File: src/rtl/pipe_stage_reg.sv
// Inter-stage pipeline register with valid/bubble tracking, a sideband that
// survives bubble insertion, a hold (freeze) input and a saturating bubble counter.
//
//   state  | meaning
//   -------+-----------------------------------------------------------
//   EMPTY  | no instruction; payload and sideband carry no meaning
//   VALID  | real instruction in the stage
//   BUBBLE | stall bubble; payload zeroed, sideband kept for attribution
//
// Encoding is {valid_out, bubble_out}, so both flags come straight off the state flops.
module pipe_stage_reg #(
    parameter int DATA_W = 64,
    parameter int KEEP_W = 33,
    parameter int CNT_W  = 16
) (
    input  logic              clk,
    input  logic              reset,
    input  logic              flush,
    input  logic              hold,
    input  logic              stall,
    input  logic              valid_in,
    input  logic [DATA_W-1:0] data_in,
    input  logic [KEEP_W-1:0] keep_in,
    output logic              valid_out,
    output logic              bubble_out,
    output logic [DATA_W-1:0] data_out,
    output logic [KEEP_W-1:0] keep_out,
    output logic [CNT_W-1:0]  bub_cnt
);

    typedef enum logic [1:0] {
        EMPTY  = 2'b00,
        VALID  = 2'b10,
        BUBBLE = 2'b01
    } state_t;

    state_t            r_state;
    logic [DATA_W-1:0] r_data;
    logic [KEEP_W-1:0] r_keep;
    logic [CNT_W-1:0]  r_bub_cnt;
    logic              w_cnt_sat;

    // Counter is saturated once every bit is set; it must never wrap.
    assign w_cnt_sat = &r_bub_cnt;

    // Stage update, priority reset > flush > hold > stall > advance.
    always_ff @(posedge clk) begin
        if (reset) begin
            r_state   <= EMPTY;
            r_data    <= '0;
            r_keep    <= '0;
            r_bub_cnt <= '0;
        end else if (flush) begin
            // Exception kill: clears sideband too, but bubble history is kept.
            r_state <= EMPTY;
            r_data  <= '0;
            r_keep  <= '0;
        end else if (hold) begin
            r_state   <= r_state;
            r_data    <= r_data;
            r_keep    <= r_keep;
            r_bub_cnt <= r_bub_cnt;
        end else if (stall) begin
            r_state <= BUBBLE;
            r_data  <= '0;
            r_keep  <= keep_in;
            if (!w_cnt_sat) begin
                r_bub_cnt <= r_bub_cnt + CNT_W'(1);
            end
        end else begin
            // Payload and sideband load even for a non-valid entry.
            r_state <= valid_in ? VALID : EMPTY;
            r_data  <= data_in;
            r_keep  <= keep_in;
        end
    end

    assign valid_out  = r_state[1];
    assign bubble_out = r_state[0];
    assign data_out   = r_data;
    assign keep_out   = r_keep;
    assign bub_cnt    = r_bub_cnt;

endmodule

File: config.mk
export PLATFORM = sky130hd
export DESIGN_NAME = pipe_stage_reg
export DESIGN_NICKNAME = d
export VERILOG_FILES = /design/src/rtl/pipe_stage_reg.sv
export SDC_FILE = /design/constraint.sdc
export NUM_CORES = 1
export LEC_CHECK = 0
export CORE_MARGIN = 4
export CORE_UTILIZATION = 42
export CTS_CLUSTER_SIZE = 20
export DETAILED_ROUTE_END_ITERATION = 10
export GPL_ROUTABILITY_DRIVEN = 0
export MAX_ROUTING_LAYER = met4
export PLACE_DENSITY = 0.85
export REMOVE_ABC_BUFFERS = 1
export SYNTH_ARGS = -nofsm -noshare
export SYNTH_HDL_FRONTEND = slang
export SYNTH_SLANG_ARGS = --single-unit
File: constraint.sdc
create_clock -name clk -period 2.9 [get_ports clk]
set_input_delay 0.58 -clock clk [delete_from_list [all_inputs] [get_ports clk]]
set_output_delay 0.58 -clock clk [all_outputs]
set_load 0.05 [all_outputs]
=== After elaboration in Yosys (flattened, before gate mapping) ===
Index checks and enable logic that the tools add are counted.

* $add $sub $neg: 1
* Mux-type cells: 3
* Bitwise gates (word level): 3
* Reduce and logical (&&, ||, !) cells: 3

{| class="wikitable"
|+ Operator list
! kind !! number
|-
| 64-bit two-way mux || 1
|-
| 16-bit by 1-bit adder with 16-bit output (second input constant) || 1
|-
| 16-bit AND reduction || 1
|-
| 2-bit two-way mux || 2
|-
| 4-bit AND reduction || 1
|-
| 1-bit NOT || 3
|-
| 2-bit OR reduction || 1
|}

* Register bits: 115
* Input bits: 103
* Output and inout bits: 115

=== Longest topological paths before layout ===
* Depth after elaboration: 3
* Depth in mapped cells: 6

=== Worst setup path before layout ===
No wires, ideal clock.

* Kind: input to register
* Start point: input hold
* End point: register r_bub_cnt[15], in the netlist bub_cnt[15]
* Setup time: 0.070 ns
* Data arrival time: 2.131 ns
* Data required time: 2.830 ns
* Path slack: 0.699 ns
* Stages on the path: 4
* Buffers on the path: 0
* Path through: or3b_1 -> or4_4 -> or4_1 -> a21oi_1

* Cells in the longest elaborated chain, start to end: 2

{| class="wikitable"
|+ Ends and longest elaborated chain
! element !! RTL line !! text
|-
| from (decl) || 19 || <nowiki>input logic hold,</nowiki>
|-
| 1-bit NOT (no line) || - ||
|-
| 4-bit AND reduction (no line) || - ||
|-
| to (signal assigned) || 62 || <nowiki>r_bub_cnt <= r_bub_cnt;</nowiki>
|-
| to (signal assigned) || 68 || <nowiki>r_bub_cnt <= r_bub_cnt + CNT_W'(1);</nowiki>
|-
| to (decl) || 40 || <nowiki>logic [CNT_W-1:0] r_bub_cnt;</nowiki>
|}

No other way between the ends.
A chain may end at the register's enable or synchronous reset.

=== Worst setup path in the final report ===
* Start point: register r_bub_cnt[12], in the netlist bub_cnt[12]
* End point: output bub_cnt[12]

{| class="wikitable"
|+ RTL lines
! element !! RTL line !! text
|-
| to (decl) || 28 || <nowiki>output logic [CNT_W-1:0] bub_cnt</nowiki>
|}

No word-level cell between the ends.

==> results_tabular.tex <==
\begin{tabular}{lr}
\hline
Metric & Value \\
\hline
\multicolumn{2}{l}{\textbf{Critical path}} \\
\quad CP required & 2.32 ns \\
\quad Largest fanout of any net on the critical path & 7 \\
\quad Setup Crit Path Kind & flip-flop to primary output \\
\quad R2R Path Start & bub\_cnt[0]\$\_SDFFE\_PP0P\_ \\
\quad Cell breakdown of the critical path & clkdlybuf4s50\_1 \\
\quad Critical Path End Type & primary output \\
\quad Critical path's largest stage delay & 0.86 ns \\
\quad Top cell family by delay on the critical path & buffers and inverters \\
\quad Arrival time worst endpoint & roughly 1.8 ns \\
\quad Reg-to-reg endpoint & bub\_cnt[9]\$\_SDFFE\_PP0P\_ \\
\quad Buffers and inverters on the worst path & 1 \\
\quad R2R depth & 5 \\
\quad Critical path's slowest cell & clkdlybuf4s50\_1 \\
\quad Critical Path Start Type & flip-flop \\
\quad Reg-to-reg slack, setup & 0.83 ns \\
\multicolumn{2}{l}{\textbf{Global routing}} \\
\quad Overall track demand over capacity in global routing & 24.0\% \\
\quad Via count of the first global-routing pass & 4241 \\
\quad Pin count of the biggest net entering global routing & 72 \\
\quad Wire length of the first global-routing pass & 21200 um \\
\quad Antenna violations before repair & 0 \\
\quad Global-route congestion overflow total & 0 \\
\multicolumn{2}{l}{\textbf{Worst hold path}} \\
\quad End point of the most critical hold path & keep\_out[4]\$\_SDFFE\_PP0N\_ \\
\quad Worst Hold Launch & keep\_out[4]\$\_SDFFE\_PP0N\_ \\
\quad Worst hold path stage count & 2 \\
\quad Hold WC Path Type & flip-flop to flip-flop \\
\multicolumn{2}{l}{\textbf{STA}} \\
\quad Final period utilization & 81.9\% \\
\quad Pins Over Slew Limit & 0 \\
\quad Final critical path time including I/O delays and setup & 2.38 ns \\
\quad Final worst clock skew & 0.0110 ns \\
\quad Post-Route Setup TNS & 0 ns \\
\quad Final hold violation count & 0 \\
\quad Worst slew margin & 33.7\% \\
\quad Tightest Pin Transition & 0.986 ns \\
\quad Upper clock frequency limit & about 420 MHz \\
\quad Number of setup violations in the final report & 0 \\
\quad RSZ-0062 raised after global routing & false \\
\multicolumn{2}{l}{\textbf{Power}} \\
\quad Net Sw Power & 0.967 mW \\
\quad Reported leakage power & 2.55 nW \\
\quad Internal cell power & 3.02 mW \\
\quad Flop pwr share & 41.0\% \\
\quad Maximum vdd drop & between 0.4 and 0.5 mV \\
\quad Clock share of power & 46.6\% \\
\quad Net Sw Frac & 24.3\% \\
\quad Share of power burned in combinational logic & approximately an eighth \\
\quad Total power per unit cell area & 570 nW/um2 \\
\multicolumn{2}{l}{\textbf{Outcome}} \\
\quad Run status & finished, final reports clean \\
\multicolumn{2}{l}{\textbf{Yosys}} \\
\quad Total of warnings raised by yosys & 0 \\
\quad Flops \& latches, synth & 115 \\
\quad Syn\_area\_per\_cell & 9.64 um2 \\
\quad Gate count of the mapped netlist & 429 \\
\quad Yosys cell types & 29 \\
\quad Sequential area share after synthesis & between 50\% and 60\% \\
\quad Post-synthesis instance area & 4140 um2 \\
\multicolumn{2}{l}{\textbf{Finish}} \\
\quad Total inserted antenna cells & 0 \\
\quad Net count reported at finish & 747 \\
\quad Ratio of cells with drive above 1 in the final layout & 6.87\% \\
\quad Final core utilization & 74.3\% \\
\quad Synthesis-to-finish area growth & 69.1\% \\
\quad Most common library cell in the layout ignoring fill and taps & clkdlybuf4s50\_1 \\
\quad Commonest cells after routing, fill and taps aside & 216 x clkdlybuf4s50\_1, 115 x dfxtp\_1, 101 x nor2\_1 \\
\multicolumn{2}{l}{\textbf{Routing}} \\
\quad Final routed DRC violation total & 0 \\
\quad Routed Wire Length & $\sim$13000 um \\
\quad Via count & 4095 \\
\quad First-pass iteration count of the detailed router & 5 \\
\quad Via density per instance & 5.22 \\
\quad Wire length per cell & 16.8 um \\
\quad Post-route ant nets & 0 \\
\quad DRC marker count from the first detailed-route iteration & between 200 and 250 \\
\multicolumn{2}{l}{\textbf{CTS}} \\
\quad Skew-Pair Late Insertion Delay & 0.49 ns \\
\quad Max Root-Sink Buffers & 2 \\
\quad CTS H-tree depth & 4 \\
\quad Clock sink count & roughly 120 \\
\quad Post-cts resize count & 0 \\
\quad Buffer type at the clock tree root & clkbuf\_8 \\
\quad Number of buffers added for setup after CTS & 0 \\
\quad Hold bufs inserted after CTS & 0 \\
\quad Clock buffer count from CTS & 17 \\
\quad Clock transition at the registers of the reported paths & about 0.06 ns \\
\quad TritonCTS clock tree & done \\
\multicolumn{2}{l}{\textbf{Die}} \\
\quad Die area & approximately 11000 um2 \\
\quad Boundary Pins & 218 \\
\quad Die span in y & 107 um \\
\quad Horizontal extent of the die & 107 um \\
\quad Starting density of the core & between 40 and 50\% \\
\quad Placeable core area & about 9400 um2 \\
\quad \# rows & 35 \\
\multicolumn{2}{l}{\textbf{Placement}} \\
\quad Buffers on Ports & roughly 220 \\
\quad Detailed Place HPWL & 9580 um \\
\multicolumn{2}{l}{\textbf{Flow run}} \\
\quad Number of max-cap violations & 0 \\
\hline
\end{tabular}
## stage by stage
stage / cell area (um2) / hold WS (ns) / setup slack [ns] / total power [mW] / instances
4_1_cts: 6990 / 0.497 / 0.487 / 4.02 / 784
5_1_grt: 6990 / 0.528 / 0.433 / 4.13 / 784
6_report: 6990 / 0.494 / 0.525 / 3.99 / 784
3_3_place_gp: 6460 / 0.473 / 0.209 / 2.15 / 753
3_5_place_dp: 6460 / 0.483 / 0.208 / 2.16 / 753
2_1_floorplan: 4010 / 0.649 / -0.0860 / 1.88 / 396
## state kept, by name, indices dropped and copies added (netlist names)
register  flops
bub_cnt      16
data_out     64
keep_out     33
r_state       2
## logic make-up (layout without fill, tap and decap cells)
logic type	after synthesis	count (layout)	synth area share (%)
buffers and inverters	34	260	3.09
adders and majority gates	1	1	0.303
xor gates and xnor gates	1	1	0.212
and+or+nand+nor	148	148	16.3
AOI/OAI and AO/OA	96	96	16.2
DFF	115	115	55.7
muxes	34	34	8.23
## synthesized netlist by cell type
library cell,count,area share (%)
o41ai_1,1,0.21
nand3b_1,1,0.18
a22oi_1,65,12
or3b_2,1,0.21
o2111ai_1,1,0.21
clkbuf_1,27,2.5
nand2_1,7,0.64
nor3_1,2,0.24
or4_4,1,0.27
nand4_1,7,1.1
or3b_1,1,0.21
or2_2,1,0.15
or4_1,7,1.3
nor4_1,2,0.30
inv_1,1,0.091
or3_1,6,0.91
o21ai_0,6,0.73
nand3_1,5,0.61
nor3b_1,1,0.18
and3_1,1,0.15
ha_1,1,0.30
xor2_1,1,0.21
o31ai_1,8,1.5
nor2_1,102,9.3
and4_1,3,0.64
dfxtp_1,115,56
a21oi_1,15,1.8
mux2i_1,34,8.2
buf_1,6,0.54
## how the worst max path moves through the flow
stage	start	slack, ns	cells past startpoint	to
2_1_floorplan	stall	-0.09	3	data_out[0]$_SDFFE_PP0N_
3_3_place_gp	stall	0.21	5	bub_cnt[15]$_SDFFE_PP0P_
3_5_place_dp	stall	0.21	5	bub_cnt[15]$_SDFFE_PP0P_
4_1_cts	bub_cnt[2]$_SDFFE_PP0P_	0.49	1	bub_cnt[2]
5_1_grt	bub_cnt[4]$_SDFFE_PP0P_	0.43	1	bub_cnt[4]
6_report	bub_cnt[12]$_SDFFE_PP0P_	0.52	1	bub_cnt[12]
## layer usage
layer / global-route usage, % / wire length [um] / vias up
li1: - / - / 1978
met1: 25.5 / 4860 / 1945
met2: 42.8 / 7150 / 160
met3: 6.02 / 977 / 12
met4: 8.95 / 172 / 0
met5: - / 0 / -
## power by group through the flow
stage | clock [mW] | sequential, mW | combinational [mW]
final | 1.86 | 1.63 | 0.492
after global placement | 0 | 1.67 | 0.486
after CTS | 1.89 | 1.63 | 0.498
after global routing | 1.97 | 1.64 | 0.523
after detailed placement | 0 | 1.67 | 0.495
after floorplan | 0 | 1.79 | 0.0962
## layout make-up
class	count	area [um2]
clock buffers	21	449
clock inverters	10	85.1
fillers	707	2420
inverters	1	3.75
multi-input cells	280	1720
flip-flops and latches	115	2300
well taps	129	161
repair buffers	228	2280
No activity file was read; power rests on OpenSTA's default activity.
